### config.mk
export PLATFORM = sky130hd
export DESIGN_NAME = alu_shift_sequencer
export DESIGN_NICKNAME = d
export VERILOG_FILES = /design/src/rtl/alu_shift_sequencer.sv
export SDC_FILE = /design/constraint.sdc
export NUM_CORES = 1
export LEC_CHECK = 0
export CAP_MARGIN = 20
export CORE_AREA = 2 2 86 88
export DETAILED_ROUTE_END_ITERATION = 12
export DIE_AREA = 0 0 88 90
export DONT_BUFFER_PORTS = 1
export HOLD_SLACK_MARGIN = 0.05
export PLACE_DENSITY = 0.65
export SLEW_MARGIN = 30
export SYNTH_ARGS = -nofsm -noshare
export SYNTH_HDL_FRONTEND = slang
export SYNTH_SLANG_ARGS = --single-unit
### constraint.sdc
create_clock -name clk -period 4.5 [get_ports clk]
set_input_delay 0.675 -clock clk [delete_from_list [all_inputs] [get_ports clk]]
set_output_delay 0.675 -clock clk [all_outputs]
set_load 0.02 [all_outputs]
### src/rtl/alu_shift_sequencer.sv
// alu_shift_sequencer: multi-cycle shift/rotate unit, one bit position per clock through a 1-bit shifter
module alu_shift_sequencer #(
  parameter int DATA_WIDTH  = 32,
  parameter int COUNT_WIDTH = 5
) (
  input  logic                   clk,
  input  logic                   clr_n,
  input  logic                   start,
  input  logic [2:0]             op,
  input  logic [DATA_WIDTH-1:0]  input_data,
  input  logic [COUNT_WIDTH-1:0] num_shifts,
  output logic                   busy,
  output logic                   done,
  output logic                   op_err,
  output logic [DATA_WIDTH-1:0]  result_data
);
  typedef enum logic [1:0] {IDLE, RUN, DONE} state_t;
  state_t state, state_nx;
  logic [DATA_WIDTH-1:0] work, work_nx, step;
  logic [COUNT_WIDTH-1:0] count, count_nx;
  logic [2:0] op_q, op_nx;
  logic accept;
  assign accept = state == IDLE && start && op <= 3'd4;
  always_comb
    step = op_q == 3'd0 ? {1'b0, work[DATA_WIDTH-1:1]} :
           op_q == 3'd1 ? {work[DATA_WIDTH-1], work[DATA_WIDTH-1:1]} :
           op_q == 3'd2 ? {work[DATA_WIDTH-2:0], 1'b0} :
           op_q == 3'd3 ? {work[0], work[DATA_WIDTH-1:1]} :
                          {work[DATA_WIDTH-2:0], work[DATA_WIDTH-1]};
  always_comb begin
    state_nx = state;
    work_nx  = work;
    count_nx = count;
    op_nx    = op_q;
    case (state)
      IDLE: if (accept) begin
        work_nx  = input_data;
        count_nx = num_shifts;
        op_nx    = op;
        state_nx = num_shifts != '0 ? RUN : DONE;
      end
      RUN: begin
        work_nx  = step;
        count_nx = count - 1'b1;
        state_nx = count == COUNT_WIDTH'(1) ? DONE : RUN;
      end
      default: state_nx = IDLE;
    endcase
  end
  // result is loaded on the edge entering DONE so it is valid alongside done
  always_ff @(posedge clk) begin
    if (!clr_n) begin
      state       <= IDLE;
      work        <= '0;
      count       <= '0;
      op_q        <= '0;
      busy        <= 1'b0;
      done        <= 1'b0;
      op_err      <= 1'b0;
      result_data <= '0;
    end else begin
      state  <= state_nx;
      work   <= work_nx;
      count  <= count_nx;
      op_q   <= op_nx;
      busy   <= state_nx == RUN;
      done   <= state_nx == DONE;
      op_err <= state == IDLE && start && op > 3'd4;
      if (state_nx == DONE) result_data <= work_nx;
    end
  end
endmodule

Yosys cells after proc, flatten, opt, wreduce, memory -nomap -nowiden:

Index checks and enable logic that the tools add are counted.
W data, S select, Z words.

* register bits after elaboration: 77
* logic and storage cells: 40

* $add $sub $neg: 1
* $lt $le $gt $ge: 2
* equal/unequal tests: 8
* multiplexer cells: 12
* reduce and logical (&&, ||, !) cells: 9

Operators with widths (number)
* $mux W32: 5
* $pmux W32 S2: 1
* $pmux W5 S2: 1
* $eq A3 B2 Y1 const B: 2
* $mux W2: 3
* $eq A5 B1 Y1 const B: 1
* $mux W5: 1
* $reduce_bool A5 Y1: 1
* $sub A5 B1 Y5 const B: 1
* $eq A2 B1 Y1 const B: 2
* $pmux W2 S2: 1
* $reduce_and A2 Y1: 2
* $eq A3 B1 Y1 const B: 1
* $gt A3 B3 Y1 const B: 1
* $le A3 B3 Y1 const B: 1
* $logic_and A1 B1 Y1: 3
* $logic_not A3 Y1: 1
* $eq A2 B2 Y1 const B: 1
* $logic_not A2 Y1: 1
* $ne A2 B2 Y1 const B: 1
* $reduce_bool A2 Y1: 1

Longest topological paths before layout:

Gate-level depths: netlist of run 1.

* depth in word-level cells: 6
* depth in mapped cells: 8

Worst setup path after synthesis of run 1:

Ideal clock, no wire load.

* path kind: input to register
* start: in num_shifts[1]
* end: reg result_data[21]
* library setup time: 0.126 ns
* arrival: 1.888 ns
* data required time: 4.374 ns
* slack: 2.486 ns
* stages: 6
* cells stage by stage: or4_1 -> nor2_1 -> o211a_1 -> buf_2 -> buf_2 -> a21oi_1

* longest elaborated chain between the ends: 5

Ends and longest elaborated chain
* from (decl): RTL line 11 `input logic [COUNT_WIDTH-1:0] num_shifts,`
* $reduce_bool A5 Y1: RTL line 40 `state_nx = num_shifts != '0 ? RUN : DONE;`
* $mux W2: RTL line 40
* $mux W2: RTL line 36 `IDLE: if (accept) begin`
* $pmux W2 S2: RTL line 35 `case (state)`
* $eq A2 B2 Y1: RTL line 69 `if (state_nx == DONE) result_data <= work_nx;`
* to (signal assigned): RTL line 69
* to (decl): RTL line 15 `output logic [DATA_WIDTH-1:0] result_data`

Every way passes these cells.
A chain may end at the register's enable or synchronous reset.

Worst setup path in the final report of run 1:

* start: reg state[1]
* end: reg result_data[7]

* longest elaborated chain between the ends: 6

Ends and longest elaborated chain
* from (decl): RTL line 18 `state_t state, state_nx;`
* from (signal assigned): RTL line 62 `state <= state_nx;`
* $logic_not A2 Y1: RTL line 23, 35
* $logic_and A1 B1 Y1 (2 in series): RTL line 23 `assign accept = state == IDLE && start && op <= 3'd4;`
* $mux W2: RTL line 36
* $pmux W2 S2: RTL line 35
* $eq A2 B2 Y1: RTL line 69

Parallel ways exist; a longest one is shown, timed or not.

==> results.toml, run 1 <==
[synthesis]
number_of_synthesized_flops_with_an_enable_pin = 0
synth-warning-count = 0
ys_seq_elements = 77
synth_sequential_area_ratio_pct = 41.6
netlist_cell_types = 52
synth_nets = 446
syn-cell-area_um2 = 3700
synth_cells = 401
post_synth.cell_area_avg_um2 = 9.23
synth-async-reset-ratio_pct = 0
synth_ff_type = "sky130_fd_sc_hd__dfxtp_1"

[setup_path]
timing.critical_path.from_type = "flip-flop"
timing.critical_path.cells = "or3b_4 -> o21ai_1 -> o211a_2 -> buf_4 -> o21a_1 -> o31a_1"
crit_buf_inv = 1
cp.arrival_ns = 2.79
worstReg2RegEnd = "result_data[7]"
path_class = "flip-flop to flip-flop"
internal_reg_to_reg_setup_slack_ns = 2.00
worstReg2RegStart = "state[1]"
path_max_fanout = 43
crit_path_top_delay_cell = "sky130_fd_sc_hd__dfxtp_1"
critPathRequiredTime_ns = 4.79
worst-r2r-cell-count = 6
critPathTopFamily = "compound AO/OA/AOI/OAI gates"
critPathCaptureType = "flip-flop"
cp_slowest_stage_delay_ns = 0.51

[grt]
overflow = 0
grt_util_all_layers_pct = 23.4
vias_in_the_first_global_route = 2776
grt_start_max_net_pins = 44
grt_pass1_wl_um = 14600
antenna_found_initial = 0

[layout]
final_core_util_pct = 55.6
ff_latch_area_um2 = 1540
multiInputGateArea_um2 = 1960
final_net_count = 429
antenna-diode-count = 0
drive_above_1_share_pct = 12.3
layout.cell_area.non_filler_um2 = 3900
finalNonFillerCells = 488
n_fill_cell = 628
area_growth_pct = 5.41

[status]
outcome = "complete, no violations"

[cts]
path_clk_slew_ns = 0.08
cts_hold_buffers = 0
post_cts_resized = 0
cts.sink_count = 77
clockBufferDepth = 2
cts_tree = "yes"
cts_htree_levels = 3
post_cts.repair.setup_buffers = 0
clock_insertion_delay_worst_skew_ns = 0.35
clock-root-buffer = "sky130_fd_sc_hd__clkbuf_8"
cts_buffers = 9

[detailed_routing]
route.vias.total = 2958
drt-wirelength-per-cell_um = 18.4
antenna_left = 0
wirelength_um = 8990
drc = 0
dr.pass1.iters = 6
drt_iter0_drc = 257
via_per_inst = 6.06

[floorplan]
num_rows = 31
die_footprint_um2 = 7920
fp.dieH_um = 90
placeableCoreArea_um2 = 7020
io-pin-count = 78
floorplan.initialDensity_pct = 52.7
die-width_um = 88

[sta]
finalMaxSlewViolations = 0
grt_setup_unrepaired = "no"
worstMarginPinSlew_ns = 0.882
final-hold-violation-count = 0
finClkSkew_ns = 0.0107
timing.setup.tns_ns = 0
final_min_period_over_clock_period_pct = 55.7
period_minus_slack_ns = 2.50
final.setup.worst_slack_ns = 2.00
worst_slew_margin_rel_pct = 41.1
max_clock_freq_mhz = 399
setup_viol_count_final = 0

[min_path]
hold_path_startpoint = "clr_n"
hold_path_class = "primary input to flip-flop"
whs_endpoint = "busy"
whs_path_depth = 1

[place]
cell_area_reported_after_detailed_placement_um2 = 3680
gp_congestion = 0.788
preCtsSetupSlack_ns = 1.82
place.port_buffers = 0
dp.final_hpwl_um = 5970
dp_cells = 472

[power_and_ir_drop]
power_density_nw_per_um2 = 478
leakage_nw = 1.43
peak_supply_drop_v = 0.000274

[run]
maxCapViolCount = 0
## area by class of cell
| class | instances | area share, % |
|---|---|---|
| clock inverters | 4 | 1.80 |
| inverters | 4 | 0.385 |
| clock buffers | 12 | 3.98 |
| repair buffers | 5 | 0.962 |
| multi-input cells | 287 | 50.2 |
| flip-flops and latches | 77 | 39.5 |
| well taps | 99 | 3.17 |
## logic make-up after synthesis
family / count (synthesis) / share of synthesized area [%]
AOI/OAI and AO/OA: 124 / 24.0
and+or+nand+nor: 105 / 13.1
DFF: 77 / 41.6
muxes: 54 / 14.7
buffers and inverters: 37 / 5.51
xor gates and xnor gates: 2 / 0.473
adders and majority gates: 2 / 0.676
## how the worst max path moves through the flow
stage	startpoint	end	slack (ns)	cells after the start
floorplan	num_shifts[1]	result_data[21]	2.49	6
global placement	num_shifts[1]	result_data[7]	1.89	6
detailed placement	num_shifts[1]	result_data[7]	1.82	6
finish	state[1]	result_data[7]	2.00	6
CTS	state[1]	result_data[0]	2.00	6
global route	state[1]	result_data[0]	1.79	6
## cells in the final DEF (no fill, tap or decap), types with 3 or more instances in the layout
cell type and count:
sky130_fd_sc_hd__nand2b_1 3, sky130_fd_sc_hd__a21oi_1 29, sky130_fd_sc_hd__o221a_1 17, sky130_fd_sc_hd__nor2_1 39, sky130_fd_sc_hd__inv_1 4, sky130_fd_sc_hd__and2_1 3, sky130_fd_sc_hd__o21ai_0 5, sky130_fd_sc_hd__nor3_1 7
sky130_fd_sc_hd__a21oi_2 10, sky130_fd_sc_hd__o21ai_1 32, sky130_fd_sc_hd__nand2_1 33, sky130_fd_sc_hd__a22oi_1 3, sky130_fd_sc_hd__buf_4 5, sky130_fd_sc_hd__mux2i_1 52, sky130_fd_sc_hd__clkbuf_8 11, sky130_fd_sc_hd__dfxtp_1 77
sky130_fd_sc_hd__o221a_2 7, sky130_fd_sc_hd__nand3_1 7
## per-stage QoR
step | hold WS [ns] | power [mW]
floorplan | 0.457 | 1.23
global placement | 0.472 | 1.28
detailed placement | 0.476 | 1.29
CTS | 0.438 | 1.88
global route | 0.437 | 1.96
finish | 0.449 | 1.87
## per-layer routing
| layer | vias up | global-route usage, % | wire length [um] |
|---|---|---|---|
| li1 | 1433 | - | - |
| met1 | 1436 | 31.7 | 3980 |
| met2 | 82 | 36.4 | 4330 |
| met3 | 7 | 5.79 | 600 |
| met4 | 0 | 7.56 | 71 |
| met5 | - | 0 | 0 |
## Yosys cell counts, types with 2 or more instances
cell	n	area share [%]
sky130_fd_sc_hd__dfxtp_1	77	42
sky130_fd_sc_hd__mux2i_1	52	14
sky130_fd_sc_hd__nor2_1	39	4.0
sky130_fd_sc_hd__nand2_1	33	3.3
sky130_fd_sc_hd__o21ai_1	32	4.3
sky130_fd_sc_hd__a21oi_1	29	3.9
sky130_fd_sc_hd__o221a_1	17	5.2
sky130_fd_sc_hd__clkbuf_1	16	1.6
sky130_fd_sc_hd__a21oi_2	10	2.4
sky130_fd_sc_hd__nand3_1	7	0.95
sky130_fd_sc_hd__nor3_1	7	0.95
sky130_fd_sc_hd__o221a_2	7	2.1
sky130_fd_sc_hd__buf_2	6	0.81
sky130_fd_sc_hd__buf_4	6	1.2
sky130_fd_sc_hd__o21ai_0	5	0.68
sky130_fd_sc_hd__inv_1	4	0.41
sky130_fd_sc_hd__a22oi_1	3	0.61
sky130_fd_sc_hd__and2_1	3	0.51
sky130_fd_sc_hd__nand2b_1	3	0.51
sky130_fd_sc_hd__o211a_1	3	0.81
sky130_fd_sc_hd__a22o_1	2	0.47
sky130_fd_sc_hd__a31oi_1	2	0.34
sky130_fd_sc_hd__a32oi_1	2	0.47
sky130_fd_sc_hd__and3_1	2	0.34
sky130_fd_sc_hd__buf_1	2	0.20
sky130_fd_sc_hd__ha_1	2	0.68
sky130_fd_sc_hd__mux2_2	2	0.61
sky130_fd_sc_hd__nor2_2	2	0.34
sky130_fd_sc_hd__o21a_1	2	0.41
sky130_fd_sc_hd__or2_2	2	0.34
## worst reg2reg max path, delay by kind of cell (launching register included)
kind            cells  cell delay, ns
compound gates      4            0.93
flops               1            0.51
simple gates        1            0.51
buf+inv             1            0.49
## report_power, final
| part | total, mW | internal (mW) | switching (mW) |
|---|---|---|---|
| combinational | 0.377 | 0.156 | 0.221 |
| sequential | 0.899 | 0.767 | 0.132 |
| clock | 0.591 | 0.341 | 0.250 |
| total | 1.87 | 1.26 | 0.602 |
## flip-flops by register name, indices dropped and copies added (netlist names)
signal       count
result_data     32
state            2
work            32
busy             1
op_err           1
op_q             3
count            5
done             1
Power figures use the tool's default switching activity.
==> run 2, diff against run 1 <==
Clock period 4.5 ns to 2.51 ns, I/O delays scaled along.
==> run 2 against run 1 <==
  * Final area increased by 1.7%
  * Combinational power increased by 88%
  * Wire length increased by 1.5%
  * Non-clock buffer count increased by 9
  * Cell count increased by 1.8%
  * Flip-flop and latch count unchanged
  * Die area unchanged
  * First-iteration DRC count decreased by 41%
==> results.toml, run 2 (synthesis results as in run 1) <==
[setup_path]
timing.critical_path.from_type = "flip-flop"
internal_reg_to_reg_setup_slack_ns = 0.49
critPathCaptureType = "flip-flop"
cp.arrival_ns = 2.28
worstReg2RegStart = "state[1]"
worst-r2r-cell-count = 4
path_class = "flip-flop to flip-flop"
path_max_fanout = 33
worstReg2RegEnd = "result_data[7]"
critPathRequiredTime_ns = 2.76

[power_and_ir_drop]
power.share.combinational_pct = 20.9
internal_power_mw = 2.29
peak_supply_drop_v = 0.000418
switchingPower_mw = 1.09
power_density_nw_per_um2 = 851
power.switching_fraction_pct = 32.3
pwr-share-seq_pct = 47.6
leakage_nw = 1.47
report.power.total_mw = 3.38
part_of_the_power_in_the_clock_network_pct = 31.5

[status]
outcome = "complete, no violations"

[cts]
path_clk_slew_ns = 0.08
cts.sink_count = 77
cts_buffers = 9
post_cts.repair.setup_buffers = 0
post_cts_resized = 0
clockBufferDepth = 2
cts_tree = "yes"
cts_hold_buffers = 0
cts_htree_levels = 3
clock_insertion_delay_worst_skew_ns = 0.36
clock-root-buffer = "sky130_fd_sc_hd__clkbuf_8"

[min_path]
whs_path_depth = 1
whs_endpoint = "busy"
hold_path_startpoint = "clr_n"
hold_path_class = "primary input to flip-flop"

[grt]
vias_in_the_first_global_route = 2977
grt_pass1_wl_um = 15000
overflow = 0
antenna_found_initial = 0
grt_util_all_layers_pct = 24.3
grt_start_max_net_pins = 42

[detailed_routing]
drc = 0
drt_iter0_drc = 151
topRoutingLayerUsed = "met4"
via_per_inst = 5.94
antenna_left = 0
dr.pass1.iters = 4
wirelength_um = 9120
drt-wirelength-per-cell_um = 18.4
met1_length_um = 4070
route.vias.total = 2951
routed-wl-met2_um = 4270
wl_met3_um = 625

[floorplan]
die-width_um = 88
io-pin-count = 78
fp.dieH_um = 90
floorplan.initialDensity_pct = 52.7
placeableCoreArea_um2 = 7020
die_footprint_um2 = 7920
num_rows = 31

[layout]
drive_above_1_share_pct = 14.1
layout.cells.most_common_list = "77 x sky130_fd_sc_hd__dfxtp_1, 52 x sky130_fd_sc_hd__mux2i_1, 39 x sky130_fd_sc_hd__nor2_1"
area_growth_pct = 7.16
final_core_util_pct = 56.5
layout.cells.most_common = "sky130_fd_sc_hd__dfxtp_1"
antenna-diode-count = 0
final_net_count = 438
n_fill_cell = 635
reg_top3 = "result_data: 32 flops, work: 32 flops, count: 5 flops"

[run]
maxCapViolCount = 0

[sta]
final-hold-violation-count = 0
period_minus_slack_ns = 2.02
worst_slew_margin_rel_pct = 61.3
timing.setup.tns_ns = 0
worstMarginPinSlew_ns = 0.581
finalMaxSlewViolations = 0
grt_setup_unrepaired = "no"
setup_viol_count_final = 0
finClkSkew_ns = 0.00728
max_clock_freq_mhz = 494
final_min_period_over_clock_period_pct = 80.7

[place]
gp_congestion = 0.875
place.port_buffers = 0
dp.final_hpwl_um = 6060
-- run 2: cell count changes in the layout (fill, tap and decap cells not counted) --
cell	before	now
sky130_fd_sc_hd__buf_4	5	14
sky130_fd_sc_hd__nor2b_2	1	0
sky130_fd_sc_hd__nor2b_1	0	1
-- run 2: worst max path at each step --
stage / from / end / slack, ns
2_1_floorplan: num_shifts[1] / result_data[21] / 0.79
3_3_place_gp: state[1] / result_data[7] / 0.53
3_5_place_dp: state[1] / result_data[7] / 0.50
4_1_cts: state[1] / result_data[7] / 0.49
5_1_grt: state[1] / result_data[7] / 0.35
6_report: state[1] / result_data[7] / 0.49
-- run 2: through the flow --
stage          instance area (um2)  instances  hold slack, ns  worst slack [ns]
2_1_floorplan                 3700        401           0.457             0.795
3_3_place_gp                  3740        481           0.473             0.525
3_5_place_dp                  3740        481           0.480             0.503
4_1_cts                       3970        497           0.132             0.494
5_1_grt                       3970        497           0.137             0.351
6_report                      3970        497           0.143             0.485
-- run 2: layer usage --
layer / track usage (%) / up-vias
li1: - / 1454
met1: 30.9 / 1399
met2: 38.6 / 85
met3: 6.89 / 13
met4: 9.23 / 0
met5: 0 / -
-- run 2: layout make-up --
| cell class | instances | area (um2) | share of cell area (%) |
|---|---|---|---|
| repair buffers | 14 | 105 | 2.65 |
| multi-input cells | 287 | 1960 | 49.3 |
| inverters | 4 | 15.0 | 0.378 |
| well taps | 99 | 124 | 3.12 |
| clock inverters | 4 | 70.1 | 1.77 |
| clock buffers | 12 | 155 | 3.91 |
| flip-flops and latches | 77 | 1540 | 38.9 |
-- run 2: worst max-delay path: stages (launching register included) --
cell	delay [ns]
sky130_fd_sc_hd__dfxtp_1	0.41
sky130_fd_sc_hd__buf_4	0.37
sky130_fd_sc_hd__or2_2	0.56
sky130_fd_sc_hd__o221ai_1	0.24
sky130_fd_sc_hd__o31a_1	0.32
-- run 2: power by group through the flow --
| stage | combinational, mW | clock (mW) | sequential (mW) |
|---|---|---|---|
| finish | 0.707 | 1.06 | 1.61 |
| global route | 0.790 | 1.14 | 1.63 |
| CTS | 0.710 | 1.08 | 1.61 |
| detailed placement | 0.705 | 0 | 1.64 |
| global placement | 0.694 | 0 | 1.63 |
| floorplan | 0.605 | 0 | 1.59 |
